==> config.mk <==
export PLATFORM = sky130hd
export DESIGN_NAME = fifo_stream_reader_flat
export DESIGN_NICKNAME = d
export VERILOG_FILES = /design/src/rtl/fifo_stream_reader_if.sv /design/src/rtl/fifo_stream_reader.sv /design/src/flat_wrapper.sv
export SDC_FILE = /design/constraint.sdc
export NUM_CORES = 1
export LEC_CHECK = 0
export ABC_AREA = 0
export ABC_CLOCK_PERIOD_IN_PS = 2610
export CAP_MARGIN = 10
export CORE_ASPECT_RATIO = 0.8
export CORE_UTILIZATION = 40
export CTS_CLUSTER_DIAMETER = 30
export DETAILED_ROUTE_END_ITERATION = 10
export PLACE_DENSITY = 0.67
export SETUP_SLACK_MARGIN = 0.1
export SLEW_MARGIN = 20
export SYNTH_ARGS = -nofsm -noshare
export SYNTH_HDL_FRONTEND = slang
export SYNTH_SLANG_ARGS = --single-unit
export TNS_END_PERCENT = 10
==> constraint.sdc <==
create_clock -name clk -period 2.61 [get_ports clk]
set_input_delay 0.3915 -clock clk [delete_from_list [all_inputs] [get_ports clk]]
set_output_delay 0.3915 -clock clk [all_outputs]
set_load 0.1 [all_outputs]
==> src/rtl/fifo_stream_reader_if.sv <==
// Read-port and output-stream bundle of the FIFO stream reader.
// The master view belongs to the reader; the slave view belongs to the FIFO/sink side.
interface fifo_stream_reader_if #(
    parameter int WIDTH = 8
);
    logic             fifo_empty;
    logic [WIDTH-1:0] fifo_data;
    logic             fifo_pop;
    logic             out_valid;
    logic [WIDTH-1:0] out_data;
    logic             out_ready;

    modport master (
        input  fifo_empty, fifo_data, out_ready,
        output fifo_pop, out_valid, out_data
    );

    modport slave (
        output fifo_empty, fifo_data, out_ready,
        input  fifo_pop, out_valid, out_data
    );
endinterface

==> src/rtl/fifo_stream_reader.sv <==
// Drains a show-ahead FIFO head into a 2-entry skid buffer and re-presents it as a
// valid/ready stream, with wrapping pop and transfer counters for scoreboarding.
module fifo_stream_reader #(
    parameter int WIDTH = 8,
    parameter int CNT_W = 16
) (
    input  logic                 clk,
    input  logic                 rst,
    input  logic                 enable,
    input  logic                 flush,
    fifo_stream_reader_if.master bus,
    output logic [CNT_W-1:0]     pop_count,
    output logic [CNT_W-1:0]     out_count
);

    logic [WIDTH-1:0] buf_mem [2];
    logic [1:0]       occ;
    logic             rp;
    logic             pop;
    logic             accept;
    logic             wr_slot;

    // Pop decision ignores out_ready so draining stays full-rate under a ready sink.
    assign pop     = rst & enable & ~flush & ~bus.fifo_empty & (occ != 2'd2);
    assign accept  = bus.out_valid & bus.out_ready;
    assign wr_slot = rp ^ occ[0];

    assign bus.fifo_pop  = pop;
    assign bus.out_valid = (occ != 2'd0);
    assign bus.out_data  = buf_mem[rp];

    always_ff @(posedge clk or negedge rst) begin
        if (!rst) begin
            buf_mem[0] <= '0;
            buf_mem[1] <= '0;
            occ        <= 2'd0;
            rp         <= 1'b0;
            pop_count  <= '0;
            out_count  <= '0;
        end else begin
            if (pop) begin
                buf_mem[wr_slot] <= bus.fifo_data;
                pop_count        <= pop_count + 1'b1;
            end
            if (accept) begin
                out_count <= out_count + 1'b1;
            end
            // Flush discards buffered words but leaves both counters running.
            if (flush) begin
                occ <= 2'd0;
                rp  <= 1'b0;
            end else begin
                occ <= occ + {1'b0, pop} - {1'b0, accept};
                if (accept) begin
                    rp <= ~rp;
                end
            end
        end
    end

endmodule

==> src/flat_wrapper.sv <==
// flat-port wrapper written by rule: the top's interface ports become plain ports
module fifo_stream_reader_flat 
#(
    parameter int WIDTH = 8,
    parameter int CNT_W = 16
)
  (clk, rst, enable, flush, pop_count, out_count, bus_fifo_empty, bus_fifo_data, bus_out_ready, bus_fifo_pop, bus_out_valid, bus_out_data);
  fifo_stream_reader_if #(.WIDTH(WIDTH)) bus_i ();
  input  logic clk;
  input  logic rst;
  input  logic enable;
  input  logic flush;
  output logic [CNT_W-1:0] pop_count;
  output logic [CNT_W-1:0] out_count;
  input wire logic [$bits(bus_i.fifo_empty)-1:0] bus_fifo_empty;
  input wire logic [$bits(bus_i.fifo_data)-1:0] bus_fifo_data;
  input wire logic [$bits(bus_i.out_ready)-1:0] bus_out_ready;
  output wire logic [$bits(bus_i.fifo_pop)-1:0] bus_fifo_pop;
  output wire logic [$bits(bus_i.out_valid)-1:0] bus_out_valid;
  output wire logic [$bits(bus_i.out_data)-1:0] bus_out_data;
  assign bus_i.fifo_empty = bus_fifo_empty;
  assign bus_i.fifo_data = bus_fifo_data;
  assign bus_i.out_ready = bus_out_ready;
  assign bus_fifo_pop = bus_i.fifo_pop;
  assign bus_out_valid = bus_i.out_valid;
  assign bus_out_data = bus_i.out_data;
  fifo_stream_reader #(.WIDTH(WIDTH), .CNT_W(CNT_W)) u_core (.clk(clk), .rst(rst), .enable(enable), .flush(flush), .bus(bus_i), .pop_count(pop_count), .out_count(out_count));
endmodule
==> flow_summary_export.csv <==
group,metric,value,unit
clock_tree,postCtsSetupRepairBufs,0,
clock_tree,ctsRootBufferMaster,"sky130_fd_sc_hd__clkbuf_8",
critical_path,timing.critical_path.arrival,1.81,ns
cells_and_area,fraction_of_final_layout_cells_sized_beyond_drive_strength_1,34.4,%
clock_tree,cts.path.max_buffers,2,
sta,fin_ws,0.412,ns
route,dr.first_iter.drc_count,70,
synthesis,ys_async_sr_fraction,100,%
critical_path,r2r-start,"u_core.occ[0]",
synthesis,post_synthesis_mux_area_share,12.2,%
pwr,power.sequential.fraction,32.4,%
route,routed_via_count_divided_by_cell_count,4.63,
sta,min_period,2.20,ns
synthesis,synth.yosys.warnings,0,
critical_path,largest_fanout_on_the_critical_path,5,
route,route.detailed.wl_per_inst,13.0,µm
synthesis,ys_top_cells_by_area,"sky130_fd_sc_hd__dfrtp_1, sky130_fd_sc_hd__mux2_2, sky130_fd_sc_hd__xnor2_1, sky130_fd_sc_hd__nand4_1, sky130_fd_sc_hd__xor2_1",
pwr,netSwitchingFraction,50.3,%
critical_path,timing.critical_path.cells,"clkdlybuf4s50_1 > nand4bb_4 > or2_1 > buf_4 > clkinv_4 > buf_12",
global_routing,grt_start_max_net_pins,52,
die,die-width,86.8,µm
synthesis,post-synth-top-count-cell,"sky130_fd_sc_hd__dfrtp_1",
placed_design,portBuffers,55,
flow_run,drv.max_cap_violation_count,0,
die,design.portCount,56,
critical_path,timing.critical_path.required,2.22,ns
clock_tree,number_of_levels_the_h_tree_was_split_into,2,
clock_tree,clkSlewWorstSetupHoldPaths,0.09,ns
critical_path,worst_r2r_endpoint,"u_core.occ[1]",
global_routing,grt_pass1_vias,1458,
sta,slew_violations,0,
die,dieArea,6060,µm²
route,drt_drc_violations_left,0,
clock_tree,numCtsBuffers,5,
synthesis,synth_compound_gate_area_share,0.707,%
synthesis,ys_types,27,
synthesis,synth_top_area_share,55.5,%
cells_and_area,num_antenna_cells,0,
sta,max_freq,0.455,GHz
global_routing,grt.total_usage,15.4,%
die,die-height,69.8,µm
synthesis,ys_seq_elements,51,
cells_and_area,final_cell_count_no_fill,322,
pwr,comb_power_share,52.3,%
clock_tree,holdBufCountCts,0,
hold_path,worst_hold_path_type,"primary input to asynchronous set/reset pin",
global_routing,grt_antenna_before_repair,0,
cells_and_area,nets,262,
synthesis,post_synthesis_cell_area,2300,µm²
synthesis,netlist.top_cell.by_area,"sky130_fd_sc_hd__dfrtp_1",
pwr,internal_power,0.00173,W
sta,worst_clock_skew,0.0105,ns
synthesis,ys_seq_area_share,55.5,%
route,antenna_left,0,
clock_tree,clkLatencyLatePin,0.30,ns
synthesis,synthTopCellsByCount,"sky130_fd_sc_hd__dfrtp_1, sky130_fd_sc_hd__xnor2_1, sky130_fd_sc_hd__mux2_2, sky130_fd_sc_hd__nand2_1, sky130_fd_sc_hd__nand4_1",
cells_and_area,final-seq-area,1280,µm²
cells_and_area,multi_input_comb_area,977,µm²
route,first_pass_detailed_route_iteration_total,4,
critical_path,crit_path_buffers_inverters,4,
cells_and_area,num-fill-cells,482,
placed_design,dp_slack,0.239,ns
pwr,power.clock.fraction,15.3,%
synthesis,synth_simple_gate_area_share,14.4,%
critical_path,start_kind,"primary input",
critical_path,critPathTopFamily,"buffers and inverters",
outcome,run_status,"finished clean",
synthesis,synthesized_area_fraction_occupied_by_xor_and_xnor_cells,12.9,%
sta,setup_viol,0,
clock_tree,clkSinkCount,51,
placed_design,routability_cong,0.764,
synthesis,synth_edf_count,0,
pwr,switchingPower,0.00175,W
synthesis,avg_inst_size_synth,12.7,µm²
synthesis,synth_adder_area_share,2.18,%
critical_path,r2r_slack,0.67,ns
sta,finalSetupTns,0,ns
clock_tree,post_cts_resize_count,0,
pwr,pwr_cell_area,1180,nW/µm²
die,core_footprint,5500,µm²
route,vias,1490,
critical_path,critical_path_class,"primary input to output port",
synthesis,dominant_synthesized_flop_cell,"sky130_fd_sc_hd__dfrtp_1",
route,drt_wirelength,4190,µm
placed_design,count_of_placed_standard_cells_including_taps,315,
sta,final_cycle_utilization_of_the_critical_path,84.2,%
die,initial_core_util,41.8,%
clock_tree,tritoncts_clock_tree,"built",
synthesis,dominant_combinational_cell_family_by_area_after_synthesis,"simple AND/OR/NAND/NOR gates",
die,placementRows,24,
cells_and_area,synthToLayoutAreaGrowth,28.6,%
critical_path,ff2ff_path_depth,8,
placed_design,detailedPlacementHpwl,3060,µm
sta,tightestPinTransition,0.622,ns
synthesis,synthCells,181,
global_routing,grt_overflow_total,0,
sta,hold_slack,0.261,ns
critical_path,critical_path.slowest_cell,"sky130_fd_sc_hd__clkdlybuf4s50_1",
global_routing,global_route_wire_length_before_repair,7130,µm
sta,max_slew_margin,58.5,%
sta,timing_hold_violations_final,0,
synthesis,synth.net_count,199,
critical_path,cp_slowest_stage_delay,0.46,ns
sta,rsz_0062_raised_after_global_routing,"no",
pwr,cellLeakagePower,1.42,nW
critical_path,endpoint_kind,"output port",
pwr,ir_worst_vdd,0.729,mV
## placed cells by master, fill, tap and decap left out, types with 2 or more instances in the layout
master / instances
sky130_fd_sc_hd__nand4_1: 10
sky130_fd_sc_hd__mux2_2: 25
sky130_fd_sc_hd__nand3_1: 9
sky130_fd_sc_hd__buf_4: 45
sky130_fd_sc_hd__nand2_1: 16
sky130_fd_sc_hd__dfrtp_1: 51
sky130_fd_sc_hd__nor3_1: 3
sky130_fd_sc_hd__clkbuf_8: 5
sky130_fd_sc_hd__nor2_1: 6
sky130_fd_sc_hd__xor2_1: 7
sky130_fd_sc_hd__xnor2_1: 27
sky130_fd_sc_hd__ha_1: 4
sky130_fd_sc_hd__clkdlybuf4s50_1: 12
sky130_fd_sc_hd__inv_1: 2
sky130_fd_sc_hd__and3_1: 5
## worst register-to-register path: cells and delay by family, from the launching register on
family | cells | cell delay (ns)
XOR/XNOR | 2 | 0.29
flip-flops | 1 | 0.45
adder cells (fa/ha/maj) | 2 | 0.47
buffers and inverters | 2 | 0.19
AND/OR/NAND/NOR | 1 | 0.05
AO/OA/AOI/OAI | 1 | 0.39
## power by group through the flow
stage | Clock (W) | Sequential, W | Combinational, W
2_1_floorplan | 0 | 0.00150 | 0.00111
3_3_place_gp | 0 | 0.00114 | 0.00183
3_5_place_dp | 0 | 0.00114 | 0.00183
4_1_cts | 0.000554 | 0.00113 | 0.00184
5_1_grt | 0.000580 | 0.00116 | 0.00191
6_report | 0.000533 | 0.00113 | 0.00182
## sequential cells by signal (all words and copies together) (netlist names)
signal            count
u_core.rp             1
u_core.out_count     16
u_core.buf_mem       16
u_core.pop_count     16
u_core.occ            2
## kinds of logic after synthesis
| kind of cell | count (synthesis) |
|---|---|
| compound gates | 2 |
| xor+xnor | 34 |
| simple gates | 59 |
| mux | 25 |
| flops | 51 |
| fa+ha+maj | 4 |
| buf+inv | 6 |
## routing by layer
metal  part of all wire (%)  wire length (µm)  track usage, %
met2                     43              1810            21.8
met4                    1.3                55            5.00
met1                     51              2120            22.9
met3                    5.0               210            4.05
met5                      0                 0               0
## how the worst max path moves through the flow
stage / start / to / slack (ns) / cells after the start
6_report: flush / bus_fifo_pop / 0.41 / 6
5_1_grt: flush / bus_fifo_pop / 0.34 / 6
4_1_cts: flush / bus_fifo_pop / 0.40 / 6
3_5_place_dp: flush / u_core.occ[1] / 0.24 / 9
3_3_place_gp: flush / u_core.occ[1] / 0.28 / 9
2_1_floorplan: u_core.out_count[0] / u_core.out_count[12] / 0.36 / 5
## cell type report
cell class                      instances  area share (%)
Multi-Input combinational cell        124            33.1
Sequential cell                        51            43.2
Inverter                                3           0.550
Clock inverter                          2            1.27
Tap cell                               78            3.30
Clock buffer                            5            2.33
Timing Repair Buffer                   59            16.3
## through the flow
step	cell area, µm²	util (%)	total power [W]
after floorplan	2300	-	0.00261
after global placement	2850	51.9	0.00297
after detailed placement	2850	51.9	0.00298
after CTS	2960	53.8	0.00352
after global routing	2960	53.8	0.00365
final	2960	53.8	0.00348
No activity file was read; power rests on OpenSTA's default activity.
==> patch 1, RTL diff (same settings) <==
`CNT_W` is set to 16 in 2 places; all go to 24.
--- a/src/rtl/fifo_stream_reader.sv
+++ b/src/rtl/fifo_stream_reader.sv
@@ -4,3 +4,3 @@
     parameter int WIDTH = 8,
-    parameter int CNT_W = 16
+    parameter int CNT_W = 24
 ) (
--- a/src/flat_wrapper.sv
+++ b/src/flat_wrapper.sv
@@ -4,3 +4,3 @@
     parameter int WIDTH = 8,
-    parameter int CNT_W = 16
+    parameter int CNT_W = 24
 )
Interface: changed (resized out_count and pop_count); port bits go from 56 to 72. The function was not compared with the original's and may differ.
==> patch 1 against the unedited design <==
Total power rose by 23%. Hold slack got worse by 0.0023 ns. Routed wire length rose by 50%. Sequential cell count rose by 16. Utilization rose by 0.64 points. Design area rose by 38%. Clock skew fell by 0.0015 ns. Synthesized area rose by 36%. Setup slack improved by 0.022 ns.
==> patch 1: results (changes against the unedited design) <==
Worst-path clk slew: 0.07 ns (was 0.09 ns)
Max_slew headroom: 45.1% (was 58.5%)
Synth top cells by count: dfrtp_1, mux2_2, xnor2_1, xor2_1, nand3_1 (was dfrtp_1, xnor2_1, mux2_2)
TritonRoute pass-1 iters: 4 (unchanged)
Final wirelength: 6.31 mm (was 4.19 mm)
Top flop regs: u_core.out_count: 24 flops, u_core.pop_count: 24 flops, u_core.buf_mem: 16 flops (was u_core.buf_mem: 16 flops, u_core.out_count: 16 flops, u_core.pop_count: 16 flops)
Largest net degree at the start of global routing: 68 (was 52)
Peak supply drop: 0.000855 V (was 0.000729 V)
Mux share of post-synthesis cell area: 8.97% (was 12.2%)
CTS Buf Count: 9 (was 5)
Clock root buffer: clkbuf_8 (unchanged)
Gpl congestion: 0.769 (was 0.764)
I/O Buffers: 71 (was 55)
Count of different cell masters after synthesis: 31 (was 27)
FF-to-FF path depth: 4 (was 8)
Clock skew: 0.00902 ns (was 0.0105 ns)
Clk buf depth: 2 (unchanged)
Share of layout cells above drive strength 1: 32.0% (was 34.4%)
Met3 Usage GRT: 6.71% (was 4.05%)
Worst skew pair latency: 0.33 ns (was 0.30 ns)
XOR/XNOR Fraction of Synth Area: 14.0% (was 12.9%)
Post-DP HPWL: 4.44 mm (was 3.06 mm)
Int Power: 2.42 mW (was 1.73 mW)
Synth Area in Adders: 1.60% (was 2.18%)
H-tree Lvls: 3 (was 2)
Status: completed (unchanged)
Area contributors post-synth: dfrtp_1, mux2_2, xnor2_1 (unchanged)
First-pass GRT wire length: 10.3 mm (was 7.13 mm)
Syn_nets: 285 (was 199)
Drt via density: 4.84 (was 4.63)
Max Fanout on Critical Path: 6 (was 5)
Register area share after synthesis: 53.5% (was 55.5%)
Vias in the first global route: 2077 (was 1458)
Met1 Use GR: 22.8% (was 22.9%)
R2R Path Start: u_core.pop_count[2] (was u_core.occ[0])
Met2 usage in global routing: 24.2% (was 21.8%)
patch 1: stage by stage:
stage	hold WS, ns	setup slack (ns)	area, um^2	power [mW]	cells
6_report	0.258	0.434	4080	4.28	455
2_1_floorplan	0.0959	0.356	3140	2.83	267
3_5_place_dp	0.458	0.273	3820	3.20	439
5_1_grt	0.333	0.324	4080	4.47	455
4_1_cts	0.299	0.429	4080	4.32	455
3_3_place_gp	0.462	0.310	3820	3.19	439
patch 1: cell families after synthesis:
kind of cell               count (synthesis)
xor gates and xnor gates                  50
and+or+nand+nor                          105
AOI/OAI and AO/OA                          1
muxes                                     25
adders and majority gates                  4
DFF                                       67
buffers and inverters                     15
patch 1: worst max-delay path by stage:
stage | start | end | slack (ns) | cells after the start
6_report | flush | bus_fifo_pop | 0.43 | 5
5_1_grt | flush | bus_fifo_pop | 0.32 | 5
4_1_cts | flush | bus_fifo_pop | 0.43 | 5
3_5_place_dp | flush | u_core.occ[1] | 0.27 | 9
3_3_place_gp | flush | u_core.occ[1] | 0.31 | 9
2_1_floorplan | u_core.out_count[7] | u_core.out_count[19] | 0.36 | 4
patch 1: cell type report:
cell class              instances  area, um^2
inverters                       8        30.0
repair buffers                 74         596
well taps                     105         131
multi-input cells             185        1390
clock inverters                 5         125
flip-flops and latches         67        1680
clock buffers                  11         131
fillers                       689        3420
patch 1: worst max-delay path: stages:
cell             delay [ns]
clkdlybuf4s50_1        0.46
and4bb_2               0.34
and2_1                 0.25
buf_4                  0.17
buf_12                 0.17
patch 1: per-layer routing:
metal  share of wire [%]  routed length, um
met2                  45               2840
met1                  48               3010
met3                 6.6                417
met5                   0                  0
met4                0.62                 39
patch 1: power by group through the flow:
stage                     combinational [mW]  sequential (mW)  clock, mW
after floorplan                         1.10             1.74          0
after global placement                  1.79             1.39          0
after detailed placement                1.80             1.40          0
after CTS                               1.81             1.38       1.14
after global routing                    1.88             1.41       1.18
final                                   1.79             1.38       1.11
==> patch 2, RTL diff (config.mk and constraints unchanged) <==
Without the edit above. Register the output `out_count` once more, with the module's reset; this adds one clock of latency there. The other outputs are not delayed to match.
--- a/src/rtl/fifo_stream_reader.sv
+++ b/src/rtl/fifo_stream_reader.sv
@@ -14,2 +14,4 @@
 );
+
+    logic [CNT_W-1:0] out_count_s0;
 
@@ -38,3 +40,3 @@
             pop_count  <= '0;
-            out_count  <= '0;
+            out_count_s0 <= '0;
         end else begin
@@ -45,3 +47,3 @@
             if (accept) begin
-                out_count <= out_count + 1'b1;
+                out_count_s0 <= out_count_s0 + 1'b1;
             end
@@ -60,2 +62,10 @@
 
+    always_ff @(posedge clk or negedge rst) begin
+        if (!rst) begin
+            out_count <= '0;
+        end else begin
+            out_count <= out_count_s0;
+        end
+    end
+
 endmodule
Formal check against the unedited RTL: not equivalent (Yosys sat finds a counterexample within 4 cycles, from zero or initial values and one cycle with rst low).
==> patch 2 against the unedited design <==
Sequential cell count rose by 16. First-iteration DRC count decreased by 20%. Design area increased by 17%. Setup slack improved by 0.071 ns. Sequential share of layout area up 5.4 points. Routed wire length rose by 16%. Non-clock buffer count shrank 2. Die area up 16%. Critical path type unchanged. Critical path depth down 1. Synthesized area up 17%. Total power is 17% higher. Combinational power fell by 3%. Largest power group unchanged. Cell count is 11% higher. Hold slack improved by 0.0052 ns.
==> patch 2: results (changes against the unedited design) <==
Clock skew: 0.00753 ns (was 0.0105 ns)
Metal3 WL: 289 um (was 210 um)
Synth Area in Adders: 1.86% (was 2.18%)
Power in the clock group: 0.890 mW (was 0.533 mW)
Vias in the first global route: 1664 (was 1458)
Total GRT Usage: 15.5% (was 15.4%)
Net Sw Power: 1.89 mW (was 1.75 mW)
Final WS setup: 0.483 ns (was 0.412 ns)
Syn_nets: 221 (was 199)
H-tree Lvls: 3 (was 2)
XOR/XNOR Fraction of Synth Area: 11.1% (was 12.9%)
Register area share after synthesis: 62.4% (was 55.5%)
Combinational power share: 43.3% (was 52.3%)
Area contributors post-synth: dfrtp_1, mux2_2, xnor2_1 (unchanged)
Share of layout cells above drive strength 1: 34.1% (was 34.4%)
Synth top cells by count: dfrtp_1, mux2_2, xnor2_1 (was dfrtp_1, xnor2_1, mux2_2)
Lkg Pwr: 1.72 nW (was 1.42 nW)
Register Area: 1680 um^2 (was 1280 um^2)
Largest net degree at the start of global routing: 68 (was 52)
Total number of vias: 1693 (was 1490)
Post-synthesis compound-gate area fraction: 0.186% (was 0.707%)
Status: completed (unchanged)
Gpl congestion: 0.710 (was 0.764)
Final cell count without fillers: 357 (was 322)
Worst-margin pin slew: 0.805 ns (was 0.622 ns)
Length of routed met2 wiring: 2.14 mm (was 1.81 mm)
Crit path DAT: 1.74 ns (was 1.81 ns)
Post-DP HPWL: 3.27 mm (was 3.06 mm)
Flop2flop setup slack: 0.50 ns (was 0.67 ns)
==> patch 2: cell count changes after synthesis, moves of 3 or more <==
cell	change
dfrtp_1	+16
xnor2_1	-9
xor2_1	+9
inv_1	+4
nor3_1	+4
buf_2	+3
==> patch 2: metal layers <==
layer | GRT usage, % | vias to the layer above
li1 | - | 818
met1 | 20.7 | 826
met2 | 22.2 | 38
met3 | 6.87 | 11
met4 | 6.15 | 0
met5 | 0 | -
==> patch 2: critical path: cells and delay by family <==
| family | cells | cell delay [ns] |
|---|---|---|
| buffers and inverters | 3 | 0.86 |
| AND/OR/NAND/NOR | 2 | 0.48 |
==> patch 2: cell families (layout without fill, tap and decap cells) <==
logic type               after synthesis  count (layout)
adder cells (fa/ha/maj)                4               4
multiplexers                          24              24
flip-flops                            67              67
XOR/XNOR                              34              34
AND/OR/NAND/NOR                       64              64
AO/OA/AOI/OAI                          1               1
buffers and inverters                  9              79
==> patch 2: layout make-up <==
| cell class | instances | share of cell area (%) |
|---|---|---|
| clock inverter | 5 | 1.77 |
| tap | 84 | 3.04 |
| inverter | 6 | 0.652 |
| timing repair buffer | 57 | 13.5 |
| multi-input combinational | 127 | 28.1 |
| clock buffer | 11 | 4.38 |
| sequential | 67 | 48.5 |
==> patch 2: worst min-delay path by stage <==
stage | to | cells past startpoint | startpoint
2_1_floorplan | u_core.buf_mem[0] | 0 | rst
3_3_place_gp | u_core.out_count[15] | 0 | u_core.out_count_s0[15]
3_5_place_dp | u_core.out_count[15] | 0 | u_core.out_count_s0[15]
4_1_cts | u_core.out_count[12] | 2 | rst
5_1_grt | u_core.out_count_s0[15] | 2 | rst
6_report | u_core.rp | 2 | rst
